File: config.mk
export PLATFORM = sky130hd
export DESIGN_NAME = aes_byte_loader
export DESIGN_NICKNAME = d
export VERILOG_FILES = /design/src/rtl/aes_loader_pkg.sv /design/src/rtl/aes_idle_timer.sv /design/src/rtl/aes_byte_loader.sv
export SDC_FILE = /design/constraint.sdc
export NUM_CORES = 1
export LEC_CHECK = 0
export BUFFER_PORTS_ARGS = -buffer_cell sky130_fd_sc_hd__buf_2
export CORE_MARGIN = 2
export CORE_UTILIZATION = 54
export CTS_BUF_LIST = sky130_fd_sc_hd__clkbuf_8
export CTS_CLUSTER_SIZE = 14
export DETAILED_ROUTE_END_ITERATION = 6
export PLACE_DENSITY = 0.86
export SLEW_MARGIN = 30
export SYNTH_ARGS = -nofsm -noshare
export SYNTH_HDL_FRONTEND = slang
export SYNTH_SLANG_ARGS = --single-unit
File: constraint.sdc
create_clock -name clk -period 11.4 [get_ports clk]
set_input_delay 1.14 -clock clk [delete_from_list [all_inputs] [get_ports clk]]
set_output_delay 1.14 -clock clk [all_outputs]
set_load 0.05 [all_outputs]
File: src/rtl/aes_loader_pkg.sv
// Shared types and constants for the AES byte-serial input loader.
package aes_loader_pkg;

    typedef enum logic [1:0] {
        S_HDR  = 2'd0,
        S_KEY  = 2'd1,
        S_DATA = 2'd2,
        S_OUT  = 2'd3
    } state_e;

    localparam logic [7:0] HDR_KEY     = 8'h4B;
    localparam logic [7:0] HDR_DATA    = 8'h44;
    localparam int unsigned BLOCK_BYTES = 16;

endpackage

File: src/rtl/aes_idle_timer.sv
// Idle down-counter: reloads on clear, counts while enabled, pulses expire
// in the cycle it has run LIMIT cycles without a clear.
module aes_idle_timer #(
    parameter int unsigned LIMIT = 1000000
) (
    input  logic clk,
    input  logic rst,
    input  logic clr_i,
    input  logic en_i,
    output logic expire_o
);

    localparam int unsigned W = (LIMIT > 1) ? $clog2(LIMIT) : 1;

    logic [W-1:0] cnt_q, cnt_d;

    always_comb begin
        cnt_d = cnt_q;
        if (clr_i)
            cnt_d = W'(LIMIT - 1);
        else if (en_i && (cnt_q != '0))
            cnt_d = cnt_q - 1'b1;
    end

    always_ff @(posedge clk or posedge rst) begin
        if (rst) cnt_q <= W'(LIMIT - 1);
        else     cnt_q <= cnt_d;
    end

    assign expire_o = en_i && !clr_i && (cnt_q == '0);

endmodule

File: src/rtl/aes_byte_loader.sv
// Byte-serial key/data assembler feeding the AES datapath.
// Optional inter-byte idle abort is compiled in with AES_LOADER_TIMEOUT_EN.
module aes_byte_loader
    import aes_loader_pkg::*;
#(
    parameter int unsigned TIMEOUT_CYC = 1000000
) (
    input  logic         clk,
    input  logic         rst,
    input  logic [7:0]   in_byte,
    input  logic         in_valid,
    output logic         in_ready,
    output logic [127:0] data,
    output logic [127:0] key,
    output logic         out_valid,
    input  logic         out_ready,
    output logic         busy,
    output logic         err_hdr,
    output logic         err_timeout
);

    if (TIMEOUT_CYC < 2) begin : g_cfg_chk
        $error("TIMEOUT_CYC must be at least 2");
    end

    state_e       state_q, state_d;
    logic [3:0]   cnt_q, cnt_d;
    logic [127:0] key_q, key_d, data_q, data_d;
    logic         key_loaded_q, key_loaded_d;
    logic         err_hdr_q, err_hdr_d;
    logic         err_tmo_q, err_tmo_d;
    logic         accept;
    logic         tmo_expire;

    assign accept = in_valid && in_ready;

`ifdef AES_LOADER_TIMEOUT_EN
    logic tmo_en;

    assign tmo_en = (state_q == S_KEY) || (state_q == S_DATA);

    // Holding clear outside KEY/DATA gives a full reload on state entry.
    aes_idle_timer #(.LIMIT(TIMEOUT_CYC)) u_idle_timer (
        .clk      (clk),
        .rst      (rst),
        .clr_i    (!tmo_en || accept),
        .en_i     (tmo_en),
        .expire_o (tmo_expire)
    );
`else
    assign tmo_expire = 1'b0;
`endif

    always_comb begin
        state_d      = state_q;
        cnt_d        = cnt_q;
        key_d        = key_q;
        data_d       = data_q;
        key_loaded_d = key_loaded_q;
        err_hdr_d    = 1'b0;
        err_tmo_d    = 1'b0;
        case (state_q)
            S_HDR: begin
                if (accept) begin
                    if (in_byte == HDR_KEY) begin
                        state_d = S_KEY;
                        cnt_d   = '0;
                    end else if ((in_byte == HDR_DATA) && key_loaded_q) begin
                        state_d = S_DATA;
                        cnt_d   = '0;
                    end else begin
                        err_hdr_d = 1'b1;
                    end
                end
            end
            S_KEY: begin
                if (tmo_expire) begin
                    // A half-written key is unusable, so a later 'D' must be refused.
                    state_d      = S_HDR;
                    cnt_d        = '0;
                    key_loaded_d = 1'b0;
                    err_tmo_d    = 1'b1;
                end else if (accept) begin
                    key_d = {key_q[119:0], in_byte};
                    cnt_d = cnt_q + 4'd1;
                    if (cnt_q == 4'(BLOCK_BYTES - 1)) begin
                        key_loaded_d = 1'b1;
                        state_d      = S_DATA;
                        cnt_d        = '0;
                    end
                end
            end
            S_DATA: begin
                if (tmo_expire) begin
                    state_d   = S_HDR;
                    cnt_d     = '0;
                    err_tmo_d = 1'b1;
                end else if (accept) begin
                    data_d = {data_q[119:0], in_byte};
                    cnt_d  = cnt_q + 4'd1;
                    if (cnt_q == 4'(BLOCK_BYTES - 1)) begin
                        state_d = S_OUT;
                        cnt_d   = '0;
                    end
                end
            end
            S_OUT: begin
                if (out_ready) state_d = S_HDR;
            end
            default: state_d = S_HDR;
        endcase
    end

    always_ff @(posedge clk or posedge rst) begin
        if (rst) begin
            state_q      <= S_HDR;
            cnt_q        <= '0;
            key_q        <= '0;
            data_q       <= '0;
            key_loaded_q <= 1'b0;
            err_hdr_q    <= 1'b0;
            err_tmo_q    <= 1'b0;
        end else begin
            state_q      <= state_d;
            cnt_q        <= cnt_d;
            key_q        <= key_d;
            data_q       <= data_d;
            key_loaded_q <= key_loaded_d;
            err_hdr_q    <= err_hdr_d;
            err_tmo_q    <= err_tmo_d;
        end
    end

    // Gated with rst so no byte looks accepted while reset is held.
    assign in_ready    = !rst && (state_q != S_OUT);
    assign out_valid   = (state_q == S_OUT);
    assign busy        = (state_q != S_HDR);
    assign data        = data_q;
    assign key         = key_q;
    assign err_hdr     = err_hdr_q;
    assign err_timeout = err_tmo_q;

endmodule

After elaboration in Yosys (flattened, before gate mapping)
Cells that the tools add are included.
Storage, ports and cells
  output and inout port bits: 261
  bits of input ports: 12
  register bits after elaboration: 264
Cells by class
  add/subtract/negate cells: 1
  equal/unequal tests: 15
  reduce and logical (&&, ||, !) cells: 13
  multiplexer cells: 19
Operator list (number)
  $mux 4: 5
  $eq 8x7->1 const B: 2
  $mux 2: 8
  $ne 2x2->1 const B: 6
  $pmux 2 s4: 1
  $pmux 4 s2: 1
  $reduce_and 7->1: 1
  $add 4x1->4 const B: 1
  $eq 2x2->1 const B: 2
  $eq 4x4->1 const B: 1
  $mux 1: 4
  $ne 2x1->1 const B: 2
  $reduce_and 2->1: 2
  $reduce_and 4->1: 1
  $reduce_bool 2->1: 2
  $logic_and 1x1->1: 3
  $ne 3x3->1 const B: 1
  $reduce_and 3->1: 1
  $eq 2x1->1 const B: 1
  $logic_not 2->1: 1
  $reduce_or 2->1: 1
  $logic_not 1->1: 1

Longest topological paths before layout
Gate-level depths: netlist of the first run.
  word-level depth: 6
  mapped depth: 6
  gate-level depth less buffers: 6

Least setup slack after synthesis of the first run
No wires, ideal clock.
  path kind: input to output
  from: input rst
  to: output in_ready
  arrival: 1607 ps
  data required time: 10260 ps
  slack: 8653 ps
  cell stages on the path: 1
  cell sequence: nor2_2
On the way
  longest elaborated chain between the ends: 2
RTL lines
  start, declared: line aes_byte_loader.sv:9  | input logic rst,
  $logic_not 1->1: line aes_byte_loader.sv:135  | assign in_ready = !rst && (state_q != S_OUT);
  $logic_and 1x1->1: line aes_byte_loader.sv:135
  end, declared: line aes_byte_loader.sv:12  | output logic in_ready,
Every way passes these cells.

Worst setup path after layout of the first run
  from: input rst
  to: register key_q[98] (netlist: key[98])
On the way
  longest elaborated chain between the ends: 4
RTL lines
  $logic_not 1->1: line aes_byte_loader.sv:135
  $logic_and 1x1->1: line aes_byte_loader.sv:135
  $logic_and 1x1->1: line aes_byte_loader.sv:35  | assign accept = in_valid && in_ready;
  $reduce_and 2->1 (no source line)
  end signal, assigned: line aes_byte_loader.sv:126  | key_q <= key_d;
  end, declared: line aes_byte_loader.sv:28  | logic [127:0] key_q, key_d, data_q, data_d;
Every way passes these cells.
A chain may end at the register's enable or synchronous reset.

==> results of run 1 <==
kinds of logic (layout without fill, tap and decap cells):
family | after synthesis | after routing | synth area share
DFF | 264 | 264 | 0.657
and+or+nand+nor | 24 | 24 | 0.0158
muxes | 257 | 257 | 0.288
buffers and inverters | 33 | 353 | 0.0221
AOI/OAI and AO/OA | 15 | 15 | 0.0112
other | 1 | 1 | 0.000373
adders and majority gates | 5 | 5 | 0.00622
cells in the final DEF, fill, tap and decap left out, types with 3 or more instances in the layout:
cell,netlist,layout
sky130_fd_sc_hd__mux2_1,257,257
sky130_fd_sc_hd__buf_4,25,3
sky130_fd_sc_hd__clkbuf_8,0,53
sky130_fd_sc_hd__nand2_1,6,6
sky130_fd_sc_hd__buf_2,4,271
sky130_fd_sc_hd__dfrtp_1,264,264
sky130_fd_sc_hd__o21ai_1,3,3
sky130_fd_sc_hd__inv_1,4,19
sky130_fd_sc_hd__nand3_1,3,3
sky130_fd_sc_hd__ha_1,5,5
worst max-delay path, stage by stage:
cell and delay, ns:
sky130_fd_sc_hd__buf_2 0.15, sky130_fd_sc_hd__nor2_2 0.17, sky130_fd_sc_hd__and3_4 0.71, sky130_fd_sc_hd__buf_4 0.82
sky130_fd_sc_hd__mux2_1 0.41
synthesized netlist by cell type, drive strengths merged:
cell and number:
inv 4, nand4 1, o211ai 1, buf 29, and3 2, nor2 3
nand3 3, conb 1, a21oi 2, ha 5, nor3 2, dfrtp 264
a41o 1, mux2 257, nand2 6, o41ai 1, a21o 1, nand4b 1
o22ai 1, a22o 1, or3b 1, a211o 1, o31ai 1, nand4bb 1
nor3b 1, nor4b 1, nor2b 2, o21ai 5
flip-flops by register name, indices dropped and copies added, names as in the netlist:
register      flops
cnt_q             4
data            128
key             128
err_hdr           1
key_loaded_q      1
state_q           2
stage by stage:
stage           util  hold WS, ns  std cells  instance area, sq um  power (mW)
4_1_cts        0.684        0.482       1148                 12400        2.82
2_1_floorplan      -        0.436        599                 10100        1.80
3_3_place_gp   0.636        0.463       1074                 11500        1.98
5_1_grt        0.684        0.493       1148                 12400        2.91
6_report       0.684        0.480       1148                 12400        2.79
3_5_place_dp   0.636        0.469       1074                 11500        1.99
power breakdown:
group / internal [mW] / switching [mW]
Clock: 0.462 / 0.348
Sequential: 1.06 / 0.0936
Combinational: 0.199 / 0.623
layer usage:
metal	vias up	share of wire	wire length, um
met4	0	0.044	907
met1	2978	0.40	8390
met2	209	0.49	10200
met5	-	0	0
met3	57	0.062	1290
li1	2709	-	-
final timing paths:
check	from	end
max	rst	key[98]
min reg2reg	data[126]	data[126]
max reg2reg	state_q[0]	key[98]
max in group asynchronous	rst	key[47]
min in group asynchronous	rst	key[74]
min	data[126]	data[126]
area by class of cell:
class	count	area, sq um
multi-input cells	302	3240
clock buffers	53	729
repair buffers	275	1390
flip-flops and latches	264	6610
inverters	4	27.5
fillers	1290	5730
clock inverters	21	138
well taps	229	287
==> metrics.txt, run 1 <==
# TYPE chip_impl_metric gauge
chip_impl_info{name="outcome",value="finished, final reports clean"} 1
chip_impl_metric{name="synth_area",unit="sq um"} 10100
chip_impl_metric{name="final-max-slew-violation-count",unit=""} 0
chip_impl_metric{name="dieArea",unit="sq um"} 19700
chip_impl_metric{name="power_density",unit="nW/um^2"} 224
chip_impl_metric{name="holdPathStages",unit=""} 1
chip_impl_metric{name="placement_rows",unit=""} 49
chip_impl_metric{name="grt.met3_usage",unit=""} 0.0588
chip_impl_metric{name="place_worst_setup_slack",unit="ns"} 7.80
chip_impl_metric{name="htree_num_levels",unit=""} 2
chip_impl_metric{name="layout_min_cycle_time",unit="ns"} 3.07
chip_impl_metric{name="ctsHoldBuffers",unit=""} 0
chip_impl_metric{name="worst_pin_slew",unit="ns"} 0.903
chip_impl_info{name="hold_class",value="reg -> reg"} 1
chip_impl_metric{name="final-hold-violation-count",unit=""} 0
chip_impl_metric{name="viasPerCell",unit=""} 5.19
chip_impl_metric{name="worstPathArrival",unit="ns"} 3.46
chip_impl_metric{name="port_buffers",unit=""} 271
chip_impl_metric{name="final-setup-viol-count",unit=""} 0
chip_impl_metric{name="cts_made_buffers",unit=""} 43
chip_impl_metric{name="clk_latency",unit="ns"} 0.52
chip_impl_metric{name="first_global_vias",unit=""} 6182
chip_impl_metric{name="cp.required",unit="ns"} 11.79
chip_impl_info{name="highest_utilization_routing_layer_at_the_global_route_stage",value="met2"} 1
chip_impl_info{name="critPathLaunchType",value="input port"} 1
chip_impl_metric{name="final_layout_size_suffix_gt1_frac",unit=""} 0.371
chip_impl_metric{name="drc",unit=""} 0
chip_impl_metric{name="drt_first_iter_violations",unit=""} 245
chip_impl_info{name="critical_path_end_type",value="flip-flop"} 1
chip_impl_metric{name="clock_edge_transition_at_the_registers_on_the_reported_setup_and_hold_paths",unit="ns"} 0.06
chip_impl_metric{name="antenna_found_initial",unit=""} 0
chip_impl_metric{name="grt_start_max_net_pins",unit=""} 133
chip_impl_metric{name="yosysWarnings",unit=""} 0
chip_impl_metric{name="fin_worst_skew",unit="ns"} 0.0129
chip_impl_metric{name="vdd_ir_drop_max",unit="V"} 0.000236
chip_impl_metric{name="routedWlPerCell",unit="um"} 18.1
chip_impl_metric{name="synth_sequential_area_ratio",unit=""} 0.657
chip_impl_metric{name="worst_slack",unit="ns"} 8.33
chip_impl_metric{name="min_period_over_period",unit=""} 0.269
chip_impl_metric{name="initial_utilization",unit=""} 0.554
chip_impl_metric{name="number_of_placed_i_o_pins",unit=""} 273
chip_impl_metric{name="layout-area-overhead-vs-synth",unit="%"} 23.4
chip_impl_metric{name="max_freq",unit="MHz"} 326
chip_impl_info{name="rsz_0062_raised_after_global_routing",value="false"} 1
chip_impl_info{name="clock_tree.root_cell",value="sky130_fd_sc_hd__clkbuf_8"} 1
chip_impl_info{name="synthDominantAreaCellType",value="sky130_fd_sc_hd__dfrtp_1"} 1
chip_impl_metric{name="post_synth.cell_area_avg",unit="sq um"} 16.8
chip_impl_metric{name="final.setup.tns",unit="ns"} 0
chip_impl_info{name="clock_tree_from_tritoncts",value="built"} 1
chip_impl_metric{name="register_bit_count_reported_by_yosys",unit=""} 264
chip_impl_metric{name="die_height",unit="um"} 140
chip_impl_metric{name="critPathMaxFanout",unit=""} 72
chip_impl_metric{name="grt_util_met1",unit=""} 0.261
chip_impl_metric{name="clock-sinks",unit=""} 264
chip_impl_metric{name="post_synth_inst_count",unit=""} 599
chip_impl_metric{name="n_antenna_cell",unit=""} 0
chip_impl_info{name="worstSetupPathType",value="in -> reg"} 1
chip_impl_metric{name="cts_setup_buffers",unit=""} 0
chip_impl_metric{name="maximum_buffer_depth_of_the_clock_tree",unit=""} 3
chip_impl_metric{name="max_cap_violations",unit=""} 0
chip_impl_metric{name="final_antenna_net_count",unit=""} 0
chip_impl_metric{name="worst-r2r-cell-count",unit=""} 5
chip_impl_metric{name="design.core.area",unit="sq um"} 18100
chip_impl_metric{name="leakagePower",unit="nW"} 7.36
chip_impl_metric{name="dp.final_hpwl",unit="um"} 14000
chip_impl_metric{name="gr-usage-met2",unit=""} 0.341
chip_impl_metric{name="drt_pass1_iterations",unit=""} 5
chip_impl_metric{name="nNetsFinal",unit=""} 907
chip_impl_metric{name="die_w",unit="um"} 140
chip_impl_metric{name="r2r_setup_slack",unit="ns"} 8.43
chip_impl_metric{name="overflow",unit=""} 0
chip_impl_metric{name="synth_cell_types",unit=""} 31
chip_impl_metric{name="portion_of_synthesized_cell_area_occupied_by_the_leading_cell_type",unit=""} 0.657
chip_impl_metric{name="synth_nets",unit=""} 616
chip_impl_metric{name="overall_routed_net_length",unit="um"} 20700
chip_impl_metric{name="globalplace.congestion",unit=""} 0.803
chip_impl_metric{name="max_slew_margin",unit=""} 0.398
chip_impl_metric{name="grtUsageTotal",unit=""} 0.210
chip_impl_metric{name="cts-resized-gates",unit=""} 0
chip_impl_info{name="synth_area_leaders",value="sky130_fd_sc_hd__dfrtp_1, sky130_fd_sc_hd__mux2_1, sky130_fd_sc_hd__buf_4, sky130_fd_sc_hd__ha_1, sky130_fd_sc_hd__nor4b_4"} 1
chip_impl_metric{name="grt_pass1_wl",unit="um"} 33200
chip_impl_metric{name="dr_total_vias",unit=""} 5953
Note: power is estimated with default switching activity, not from simulation.
==> run 2, diff against run 1 <==
- clock period: 11.4 -> 3.19 ns (I/O delays scaled with it)
==> run 2 against run 1 <==
  * Final area increased by 1.8%
  * Wire length decreased by 1.2%
  * Critical path type is now reg -> reg
  * Non-clock buffer count increased by 10
==> metrics.txt, run 2 (same netlist as run 1, synthesis figures left out) <==
# TYPE chip_impl_metric gauge
chip_impl_info{name="clock_tree_from_tritoncts",value="built"} 1
chip_impl_metric{name="number_of_standard_cells_in_the_layout_taps_in_and_fillers_out",unit=""} 1163
chip_impl_metric{name="final-max-slew-violation-count",unit=""} 0
chip_impl_metric{name="grt_pass1_wl",unit="um"} 33200
chip_impl_metric{name="place_worst_setup_slack",unit="ns"} 0.894
chip_impl_metric{name="cp.required",unit="ns"} 3.59
chip_impl_info{name="worst_path_slowest_cell",value="sky130_fd_sc_hd__and3_4"} 1
chip_impl_metric{name="design.core.area",unit="sq um"} 18100
chip_impl_metric{name="die_height",unit="um"} 140
chip_impl_metric{name="max_slew_margin",unit=""} 0.481
chip_impl_metric{name="htree_num_levels",unit=""} 2
chip_impl_metric{name="max_freq",unit="MHz"} 436
chip_impl_info{name="timing.rr.end",value="data[34]"} 1
chip_impl_metric{name="r2r_setup_slack",unit="ns"} 0.90
chip_impl_metric{name="drt_first_iter_violations",unit=""} 217
chip_impl_metric{name="critPathMaxFanout",unit=""} 50
chip_impl_info{name="worst_hold_path.endpoint",value="data[6]"} 1
chip_impl_info{name="regToRegStartpoint",value="state_q[0]"} 1
chip_impl_info{name="startpoint_of_the_worst_hold_path",value="in_byte[6]"} 1
chip_impl_info{name="clock_tree.root_cell",value="sky130_fd_sc_hd__clkbuf_8"} 1
chip_impl_metric{name="layout_min_cycle_time",unit="ns"} 2.29
chip_impl_metric{name="dp.cells",unit=""} 1083
chip_impl_metric{name="cts_setup_buffers",unit=""} 0
chip_impl_metric{name="dp.final_hpwl",unit="um"} 14500
chip_impl_metric{name="max_cap_violations",unit=""} 0
chip_impl_metric{name="min_period_over_period",unit=""} 0.719
chip_impl_info{name="crit_chain",value="ha_1, nor2_2, and3_4, buf_12, mux2_1"} 1
chip_impl_metric{name="layout-area-overhead-vs-synth",unit="%"} 25.7
chip_impl_metric{name="timing.critical_path.buf_inv",unit=""} 1
chip_impl_metric{name="cts_made_buffers",unit=""} 43
chip_impl_metric{name="vdd_ir_drop_max",unit="V"} 0.000820
chip_impl_metric{name="whs",unit="ns"} 0.0590
chip_impl_metric{name="clock_edge_transition_at_the_registers_on_the_reported_setup_and_hold_paths",unit="ns"} 0.06
chip_impl_metric{name="n_antenna_cell",unit=""} 0
chip_impl_metric{name="holdPathStages",unit=""} 2
chip_impl_metric{name="leakagePower",unit="nW"} 7.46
chip_impl_metric{name="ff_latch_area",unit="sq um"} 6610
chip_impl_metric{name="cpPeakStageDelay",unit="ns"} 0.57
chip_impl_metric{name="nNetsFinal",unit=""} 917
chip_impl_metric{name="port_buffers",unit=""} 271
chip_impl_metric{name="overflow",unit=""} 0
chip_impl_metric{name="antenna_found_initial",unit=""} 0
chip_impl_metric{name="final-setup-viol-count",unit=""} 0
chip_impl_info{name="layout.cells.most_common",value="sky130_fd_sc_hd__buf_2"} 1
chip_impl_metric{name="fin_worst_skew",unit="ns"} 0.0139
chip_impl_metric{name="place_area",unit="sq um"} 11700
chip_impl_info{name="critical_path_end_type",value="flip-flop"} 1
chip_impl_metric{name="viasPerCell",unit=""} 5.15
chip_impl_metric{name="total_power",unit="mW"} 10.1
chip_impl_metric{name="fillers",unit=""} 1253
chip_impl_metric{name="final-hold-violation-count",unit=""} 0
chip_impl_metric{name="routedWlPerCell",unit="um"} 17.6
chip_impl_info{name="worstSetupPathType",value="reg -> reg"} 1
chip_impl_metric{name="worst_pin_slew",unit="ns"} 0.777
chip_impl_metric{name="grtUsageTotal",unit=""} 0.209
chip_impl_info{name="path_delay_family",value="simple AND/OR/NAND/NOR gates"} 1
chip_impl_metric{name="die_w",unit="um"} 140
chip_impl_metric{name="drc",unit=""} 0
chip_impl_metric{name="dr_total_vias",unit=""} 5990
chip_impl_metric{name="power_density",unit="nW/um^2"} 797
chip_impl_metric{name="worstPathArrival",unit="ns"} 2.70
chip_impl_metric{name="worst_slack",unit="ns"} 0.895
chip_impl_metric{name="clk_latency",unit="ns"} 0.53
chip_impl_metric{name="worst-r2r-cell-count",unit=""} 5
chip_impl_info{name="layout_common_cells",value="sky130_fd_sc_hd__buf_2, sky130_fd_sc_hd__dfrtp_1, sky130_fd_sc_hd__mux2_1, sky130_fd_sc_hd__clkbuf_8, sky130_fd_sc_hd__inv_1"} 1
chip_impl_metric{name="initial_utilization",unit=""} 0.554
chip_impl_metric{name="final_antenna_net_count",unit=""} 0
chip_impl_metric{name="cts-resized-gates",unit=""} 0
chip_impl_info{name="critPathLaunchType",value="flip-flop"} 1
chip_impl_metric{name="stages_on_the_worst_setup_path",unit=""} 5
chip_impl_metric{name="placement_rows",unit=""} 49
chip_impl_info{name="hold_class",value="in -> reg"} 1
chip_impl_metric{name="drt_pass1_iterations",unit=""} 4
chip_impl_metric{name="first_global_vias",unit=""} 6186
chip_impl_metric{name="grt_start_max_net_pins",unit=""} 51
chip_impl_metric{name="multi_input_area",unit="sq um"} 3240
chip_impl_metric{name="dieArea",unit="sq um"} 19700
chip_impl_info{name="rsz_0062_raised_after_global_routing",value="false"} 1
chip_impl_metric{name="globalplace.congestion",unit=""} 0.829
chip_impl_metric{name="number_of_placed_i_o_pins",unit=""} 273
chip_impl_metric{name="overall_routed_net_length",unit="um"} 20500
chip_impl_info{name="outcome",value="finished, final reports clean"} 1
chip_impl_metric{name="maximum_buffer_depth_of_the_clock_tree",unit=""} 3
chip_impl_metric{name="clock-sinks",unit=""} 264
chip_impl_metric{name="finalInstanceArea",unit="sq um"} 12600
chip_impl_metric{name="final_layout_size_suffix_gt1_frac",unit=""} 0.378
run 2: cell count changes in the layout (fill, tap and decap cells not counted):
cell and delta:
sky130_fd_sc_hd__buf_12 +10, sky130_fd_sc_hd__clkinvlp_4 +3, sky130_fd_sc_hd__clkbuf_8 -2, sky130_fd_sc_hd__clkinv_2 +2, sky130_fd_sc_hd__inv_1 +2, sky130_fd_sc_hd__buf_6 -1
sky130_fd_sc_hd__bufinv_16 +1, sky130_fd_sc_hd__clkinv_8 -1, sky130_fd_sc_hd__dlygate4sd3_1 +1
run 2: area by class of cell:
class                      instances  area share
multi-input combinational        302       0.256
tap                              229      0.0227
clock buffer                      51      0.0555
sequential                       264       0.522
clock inverter                    28      0.0158
timing repair buffer             285       0.126
inverter                           4     0.00148
run 2: worst register-to-register path: stages, from the launching register on:
cell and delay, ns:
sky130_fd_sc_hd__dfrtp_1 0.41, sky130_fd_sc_hd__ha_1 0.25, sky130_fd_sc_hd__nor2_2 0.20, sky130_fd_sc_hd__and3_4 0.57, sky130_fd_sc_hd__buf_12 0.35, sky130_fd_sc_hd__mux2_1 0.39
run 2: stage by stage:
step	setup TNS (ns)	util
6_report	0	0.697
5_1_grt	0	0.697
4_1_cts	0	0.697
3_5_place_dp	0	0.647
3_3_place_gp	0	0.647
2_1_floorplan	-161.71	-
run 2: metal layers:
metal,vias to the layer above,share of wire,track usage
met5,-,0,0
met4,0,0.038,0.0947
met3,58,0.065,0.0544
met2,198,0.47,0.337
met1,2991,0.42,0.269
li1,2743,-,-
run 2: worst max path at each step:
stage / startpoint / endpoint
2_1_floorplan: rst / cnt_q[0]
3_3_place_gp: state_q[0] / data[61]
3_5_place_dp: state_q[0] / data[34]
4_1_cts: state_q[0] / data[78]
5_1_grt: state_q[0] / data[69]
6_report: state_q[0] / data[34]
run 2: timing repair:
| action | 4_1_cts | 5_1_grt |
|---|---|---|
| endpoints found under the setup margin | 0 | 0 |
| hold buffers | 1 | 0 |
| endpoints found under the hold margin | 21 | 0 |
run 2: power by group:
part	internal (mW)	leakage, nW	switching, mW
Clock	1.70	0.521	1.28
Sequential	3.79	3.62	0.330
Combinational	0.748	3.32	2.23
Total	6.24	7.46	3.84
